<file path="src/rtl/note_sequencer.sv">
// Song RAM sequencer feeding the tone generator's playSound/delay inputs.
// Optional macro NOTE_SEQUENCER_LOOP_EN: repeat the song until stop instead of a single pass.
module note_sequencer #(
    parameter int NUM_NOTES = 16,
    parameter int ADDR_W    = 4,
    parameter int TICK_DIV  = 500000,
    parameter int GAP_TICKS = 2
) (
    input  logic              CLOCK_50,
    input  logic              reset,
    input  logic              start,
    input  logic              stop,
    input  logic              wr_en,
    input  logic [ADDR_W-1:0] wr_addr,
    input  logic [26:0]       wr_data,
    output logic              playSound,
    output logic [18:0]       delay,
    output logic              busy,
    output logic [ADDR_W-1:0] note_idx,
    output logic              done
);

    localparam int PRE_W = $clog2(TICK_DIV);
    localparam int GAP_W = (GAP_TICKS > 0) ? $clog2(GAP_TICKS + 1) : 1;
    localparam logic [PRE_W-1:0]  TICK_LAST = PRE_W'(TICK_DIV - 1);
    localparam logic [ADDR_W-1:0] LAST_IDX  = ADDR_W'(NUM_NOTES - 1);

    typedef enum logic [2:0] {
        S_IDLE, S_FETCH, S_LOAD, S_PLAY, S_GAP, S_ADVANCE, S_DONE
    } state_t;

    state_t state, next;

    logic [26:0]      song_mem [NUM_NOTES];
    logic [26:0]      rd_data;
    logic [7:0]       entry_dur;
    logic [18:0]      entry_delay;
    logic [PRE_W-1:0] presc;
    logic [7:0]       dur_cnt;
    logic [GAP_W-1:0] gap_cnt;
    logic             tick_wrap;
    logic             wrap_now;

    assign entry_dur   = rd_data[26:19];
    assign entry_delay = rd_data[18:0];
    assign tick_wrap   = (presc == TICK_LAST);
    assign busy        = (state != S_IDLE);

    // Song RAM: read port free-runs on note_idx, so FETCH's read is ready in LOAD.
    always_ff @(posedge CLOCK_50) begin
        if (wr_en)
            song_mem[wr_addr] <= wr_data;
        rd_data <= song_mem[note_idx];
    end

    always_ff @(posedge CLOCK_50 or negedge reset) begin
        if (!reset)
            state <= S_IDLE;
        else
            state <= next;
    end

    always_comb begin
        next     = state;
        wrap_now = 1'b0;
        case (state)
            S_IDLE:  if (start) next = S_FETCH;
            S_FETCH: next = S_LOAD;
            S_LOAD: begin
                if (entry_dur == 8'd0) begin
`ifdef NOTE_SEQUENCER_LOOP_EN
                    // A marker at entry 0 would spin forever without producing sound.
                    if (note_idx != '0) begin
                        next     = S_FETCH;
                        wrap_now = 1'b1;
                    end else begin
                        next = S_DONE;
                    end
`else
                    next = S_DONE;
`endif
                end else begin
                    next = S_PLAY;
                end
            end
            S_PLAY: begin
                if (tick_wrap && dur_cnt == 8'd1)
                    next = (GAP_TICKS > 0) ? S_GAP : S_ADVANCE;
            end
            S_GAP: begin
                if (tick_wrap && gap_cnt == GAP_W'(1))
                    next = S_ADVANCE;
            end
            S_ADVANCE: begin
                if (note_idx == LAST_IDX) begin
`ifdef NOTE_SEQUENCER_LOOP_EN
                    next     = S_FETCH;
                    wrap_now = 1'b1;
`else
                    next = S_DONE;
`endif
                end else begin
                    next = S_FETCH;
                end
            end
            S_DONE:  next = S_IDLE;
            default: next = S_IDLE;
        endcase
        if (stop) begin
            next     = S_IDLE;
            wrap_now = 1'b0;
        end
    end

    always_ff @(posedge CLOCK_50 or negedge reset) begin
        if (!reset) begin
            playSound <= 1'b0;
            delay     <= '0;
            note_idx  <= '0;
            done      <= 1'b0;
            presc     <= '0;
            dur_cnt   <= '0;
            gap_cnt   <= '0;
        end else begin
            done <= (next == S_DONE) || wrap_now;

            if (state == S_LOAD && next == S_PLAY)
                playSound <= (entry_delay != 19'd0);
            else if (!(state == S_PLAY && next == S_PLAY))
                playSound <= 1'b0;

            // The entry is captured here, so later RAM writes cannot disturb the live note.
            if (state == S_LOAD && next == S_PLAY) begin
                delay   <= entry_delay;
                dur_cnt <= entry_dur;
            end else if (state == S_PLAY && tick_wrap) begin
                dur_cnt <= dur_cnt - 8'd1;
            end

            if (state == S_PLAY && next == S_GAP)
                gap_cnt <= GAP_W'(GAP_TICKS);
            else if (state == S_GAP && tick_wrap)
                gap_cnt <= gap_cnt - GAP_W'(1);

            if ((state == S_PLAY || state == S_GAP) && !tick_wrap)
                presc <= presc + PRE_W'(1);
            else
                presc <= '0;

            if (wrap_now || next == S_IDLE || next == S_DONE)
                note_idx <= '0;
            else if (state == S_ADVANCE)
                note_idx <= note_idx + ADDR_W'(1);
        end
    end

endmodule
</file>
<file path="config.mk">
export PLATFORM = sky130hd
export DESIGN_NAME = note_sequencer
export DESIGN_NICKNAME = d
export VERILOG_FILES = /design/src/rtl/note_sequencer.sv
export SDC_FILE = /design/constraint.sdc
export NUM_CORES = 1
export LEC_CHECK = 0
export BUFFER_PORTS_ARGS = -buffer_cell sky130_fd_sc_hd__buf_4
export CORE_MARGIN = 2
export CORE_UTILIZATION = 30
export DETAILED_ROUTE_END_ITERATION = 6
export HOLD_SLACK_MARGIN = 0.03
export MAX_ROUTING_LAYER = met4
export PLACE_DENSITY = 0.41
export SLEW_MARGIN = 20
export SYNTH_ARGS = -nofsm -noshare
export SYNTH_HDL_FRONTEND = slang
export SYNTH_SLANG_ARGS = --single-unit
</file>
<file path="constraint.sdc">
create_clock -name CLOCK_50 -period 3.4 [get_ports CLOCK_50]
set_clock_uncertainty 0.2 [all_clocks]
set_input_delay 0.17 -clock CLOCK_50 [delete_from_list [all_inputs] [get_ports CLOCK_50]]
set_output_delay 0.17 -clock CLOCK_50 [all_outputs]
set_load 0.02 [all_outputs]
</file>
-- Word-level counts from Yosys, hierarchy flattened
Memory sizes are Yosys's and may differ from the RTL's. A register that Yosys moved wholly into a read port is not among the register bits.
Index checks and enable logic that the tools add are counted.
- add/subtract/negate cells: 4
- multiply operators: 0
- div/mod/pow operators: 0
- order comparisons: 0
- equal/unequal tests: 13
- shift-type cells: 0
- mux-type cells: 18
- bitwise logic cells: 0
- reduce and logical (&&, ||, !) cells: 19
- operators by type and width (kind ; count):
    adder 19 x 1 -> 19 bit (second input constant) ; 1
    == test 19 bit (second input constant) ; 1
    2-to-1 mux 19 bit ; 1
    nonzero test 19 bit ; 1
    2-to-1 mux 3 bit ; 6
    case mux 3 bit (6 select lines) ; 1
    2-to-1 mux 8 bit ; 2
    == test 3 bit (second input constant) ; 4
    == test 3 x 2 -> 1 bit (second input constant) ; 3
    == test 8 x 1 -> 1 bit (second input constant) ; 1
    logical AND 1 bit ; 8
    zero test 8 bit ; 1
    2-to-1 mux 4 bit ; 2
    subtractor 8 x 1 -> 8 bit (second input constant) ; 1
    zero test 3 bit ; 2
    nonzero test 2 bit ; 3
    adder 4 x 1 -> 4 bit (second input constant) ; 1
    == test 4 bit (second input constant) ; 1
    2-to-1 mux 1 bit ; 4
    2-to-1 mux 2 bit ; 2
    == test 3 x 1 -> 1 bit (second input constant) ; 1
    nonzero test 3 bit ; 1
    == test 2 x 1 -> 1 bit (second input constant) ; 1
    logical OR 1 bit ; 2
    other kinds (3) ; 3
- register bits after elaboration: 57
- latch bits: 0
- memory bits (writable): 432
- memory bits (read-only): 0
- output and inout bits: 26
- word-level logic and storage cells: 63
- memories: 1
- memory list (name ; words ; bits a word ; read ports ; clocked after Yosys merged registers in ; wr ports ; RTL line ; text):
    song_mem ; 16 ; 27 ; 1 ; 1 ; 1 ; 34 ; logic [26:0] song_mem [NUM_NOTES];

-- Depth between registers and ports, before layout
- depth in word-level cells: 9
- mapped depth: 7
- gate-level depth less buffers: 7

-- Least setup slack after synthesis
Ideal clock, no wire load.
- path kind: input -> register
- start point: input port wr_addr[2]
- end point: memory song_mem[0][0], enable pin
- library setup time: 0.445 ns
- arrival time: 2.553 ns
- required time: 2.755 ns
- setup slack: 0.202 ns
- stages on the path: 2
- path buffers: 0
- cell sequence: or3b_2 nor3_1
- RTL lines (what ; RTL line ; text):
    start, declared ; 14 ; input logic [ADDR_W-1:0] wr_addr,
    end, declared ; 34 ;
No word-level cell before the write port.

-- Final worst setup path
- start point: register state[1]
- end point: register delay[2]
- longest elaborated chain between the ends: 5
- ends and longest elaborated chain (what ; RTL line ; text):
    start, declared ; 32 ; state_t state, next;
    start signal, assigned ; 60 ; state <= next;
    == test 3 bit, or another cell as far along ; 66 ; case (state)
    case mux 3 bit (6 select lines) ; 66 ;
    2-to-1 mux 3 bit ; 109 ; if (stop) begin
    == test 3 x 2 -> 1 bit ; 133 ; if (state == S_LOAD && next == S_PLAY) begin
    logical AND 1 bit * ; 133 ;
    end signal, assigned ; 134 ; delay <= entry_delay;
    end, declared ; 17 ; output logic [18:0] delay,
Mark *: on every way between the ends. The rest lies on a longest branch, timed or not.
A chain may end at the register's enable or synchronous reset.

==> flow_summary.yaml <==
cts:
  cts_buffer_depth: 3
  cts-buffers-inserted: 56
  cts_root_buf: "clkbuf_16"
  cts_tree: "done"
  cts.sinks: 516
  clkLatencyLatePin_ns: 0.62
  h-tree-depth: 2
  cts_resized: 0
  clk_pin_slew_worst_paths_ns: 0.06
sta:
  slew_violations: 0
  period_minus_slack_ns: 2.860
  finalSetupTns_ns: 0
  rsz0062_at_grt: "no"
  holdWs_ns: 0.1107
  max_slew.worst_pin.slew_ns: 0.9100
  setup_ws_ns: 0.5396
  finalCritPeriodShare: 0.8413
  hold_viol_final: 0
  fmax_ghz: 0.3496
  relSlewSlack: 0.3913
  finalSetupViolCount: 0
pwr:
  power.density_nw_per_um2: 598.6
  total_power_uw: 14190
  peakVddDrop_mv: 0.4298
  power.leakage_uw: 0.007612
worst_setup_path:
  reg2reg_from: "state[1]"
  cp_max_fo: 12
  worstSetupPathType: "reg2reg"
  rr_worst_depth: 6
  critPathLaunch: "state[1]"
  endpoint_kind: "register"
  r2r_setup_slack_ns: 0.54
  r2r-end: "delay[2]"
  crit_path_start_kind: "register"
  critPathRequiredTime_ns: 3.69
  critPathCapture: "delay[2]"
  critical_path_arrival_ns: 3.15
floorplanning:
  chipHeight_um: 260.5
  die_area_um2: 67860
  rows: 94
  boundaryPins: 62
  fp.dieW_um: 260.5
  coreArea_um2: 65390
  floorplan.initialDensity: 0.3018
place:
  io_buffer_count: 61
  place_congestion: 0.7617
  dpl.hpwl_mm: 26.54
  place_inst: 1831
  pre_cts_slack_ns: 0.6088
logic_synthesis:
  postSynth.asyncResetShare: 0.1105
  yosysTopAreaCellShare: 0.6572
  mappedNetlistArea_um2: 19740
  synth_edf_count: 432
  postSynthAreaPerCell_um2: 21.59
  ys.flop_type: "edfxtp_1"
  synth_seq_cells: 516
  yosysMostFrequentCell: "edfxtp_1"
  netlist_top_cells_area: "edfxtp_1 (66%), mux4_2 (15%), dfrtp_1 (7.2%)"
  synth_area_leader_cell: "edfxtp_1"
  syn_inst: 914
  synth_cell_type_count: 54
  synth_common_cells: "edfxtp_1 (432), mux4_2 (135), dfrtp_1 (57)"
  synth_warnings: 0
  synth_seq_area_share: 0.7569
  syn_nets: 955
min_path:
  hold_path.class: "in2reg"
layout:
  areaGrowthSynthToFinish_pct: 20.07
  fin_cells: 1972
  layout-drive-gt1-share: 0.3255
  nets: 1100
flow_run:
  maxCapViolations: 0
detailed_routing:
  drc: 0
  firstDrtPassIters: 5
  viasPerCell: 4.776
  drt_iter0_drc: 701
  drt-wirelength-per-cell_um: 24.88
  wl_mm: 49.06
  ant_nets: 0
  vias: 9419
grt:
  track_usage: 0.1518
  grt_pass1_wl_mm: 71.37
  antenna_found_initial: 1
  grt_overflow: 0
  grt_pass1_vias: 10050
  grt_max_degree: 112
status:
  status: "completed"
critical path, stage by stage, from the launching register on:
cell,delay [ns]
dfrtp_1,0.52
nor3b_1,0.63
a21boi_0,0.40
a221o_1,0.27
o21ai_4,0.18
buf_4,0.25
mux2_4,0.31
cells in the final DEF (no fill, tap or decap), types with 7 or more instances in the layout:
| cell | count |
|---|---|
| dlygate4sd3_1 | 34 |
| and3_1 | 7 |
| xor2_1 | 7 |
| nor2_4 | 12 |
| mux4_2 | 135 |
| dfrtp_1 | 53 |
| clkinv_2 | 13 |
| mux2_4 | 18 |
| nand3_1 | 12 |
| clkbuf_1 | 18 |
| xnor2_1 | 18 |
| clkbuf_16 | 56 |
| edfxtp_1 | 432 |
| nor2_1 | 26 |
| nand4_1 | 10 |
| mux2_2 | 7 |
| dfxtp_1 | 27 |
| a21oi_1 | 9 |
| inv_1 | 10 |
| buf_4 | 84 |
| buf_12 | 9 |
| nand2_1 | 14 |
| nor4_1 | 9 |
metal layers:
metal | vias to the layer above | GRT usage | routed length (um)
met2 | 198 | 0.2278 | 22570
li1 | 4079 | - | -
met3 | 73 | 0.02078 | 1841
met1 | 5069 | 0.2168 | 23640
met5 | - | - | 0
met4 | 0 | 0.04127 | 1009
area by class of cell:
| type | count | area [um^2] |
|---|---|---|
| Antenna cell | 2 | 5.005 |
| Clock buffer | 79 | 1538 |
| Clock inverter | 26 | 234.0 |
| Fill cell | 6096 | 41690 |
| Inverter | 10 | 37.54 |
| Multi-Input combinational cell | 348 | 4703 |
| Sequential cell | 516 | 14950 |
| Tap cell | 864 | 1081 |
| Timing Repair Buffer | 127 | 1151 |
worst min-delay path by stage:
stage	startpoint	end	slack (ns)	depth (start not counted)
6_report	wr_addr[1]	song_mem[12][10]	0.11	3
5_1_grt	wr_addr[1]	song_mem[12][12]	0.11	3
4_1_cts	wr_addr[1]	song_mem[4][12]	0.08	3
3_5_place_dp	reset	note_idx[3]	0.14	1
3_3_place_gp	reset	note_idx[0]	0.14	1
2_1_floorplan	reset	delay[0]	-0.33	0
report_power, final:
group	leakage [uW]	total (uW)	switching, uW	internal [uW]
logic	0.00188	989	510	479
clock network	0.000867	5830	2510	3320
registers	0.00486	7370	230	7140
total	0.00761	14200	3250	10900
sequential cells by signal, summed over array words and instances (netlist names):
signal,cells
delay,19
done,1
dur_cnt,8
gap_cnt,2
note_idx,4
playSound,1
presc,19
rd_data,27
song_mem,432
state,3
repair_timing:
action | 4_1_cts | 5_1_grt
buffers inserted | 0 | 0
endpoints found under the hold margin | 509 | 0
hold buffers | 34 | 0
per-stage QoR:
| stage | utilization | cell area, um^2 |
|---|---|---|
| after global placement | 0.3300 | 21580 |
| final | 0.3624 | 23700 |
| after detailed placement | 0.3300 | 21580 |
| after floorplan | - | 19740 |
| after global routing | 0.3624 | 23700 |
| after CTS | 0.3623 | 23690 |
cell families after synthesis:
group	count (synthesis)	synth area share
flip-flops	516	0.7569
multiplexers	162	0.1727
AND/OR/NAND/NOR	126	0.03480
buffers and inverters	50	0.01040
AO/OA/AOI/OAI	30	0.01090
XOR/XNOR	25	0.01109
adder cells (fa/ha/maj)	5	0.003170
(Power assumes the default switching activity.)
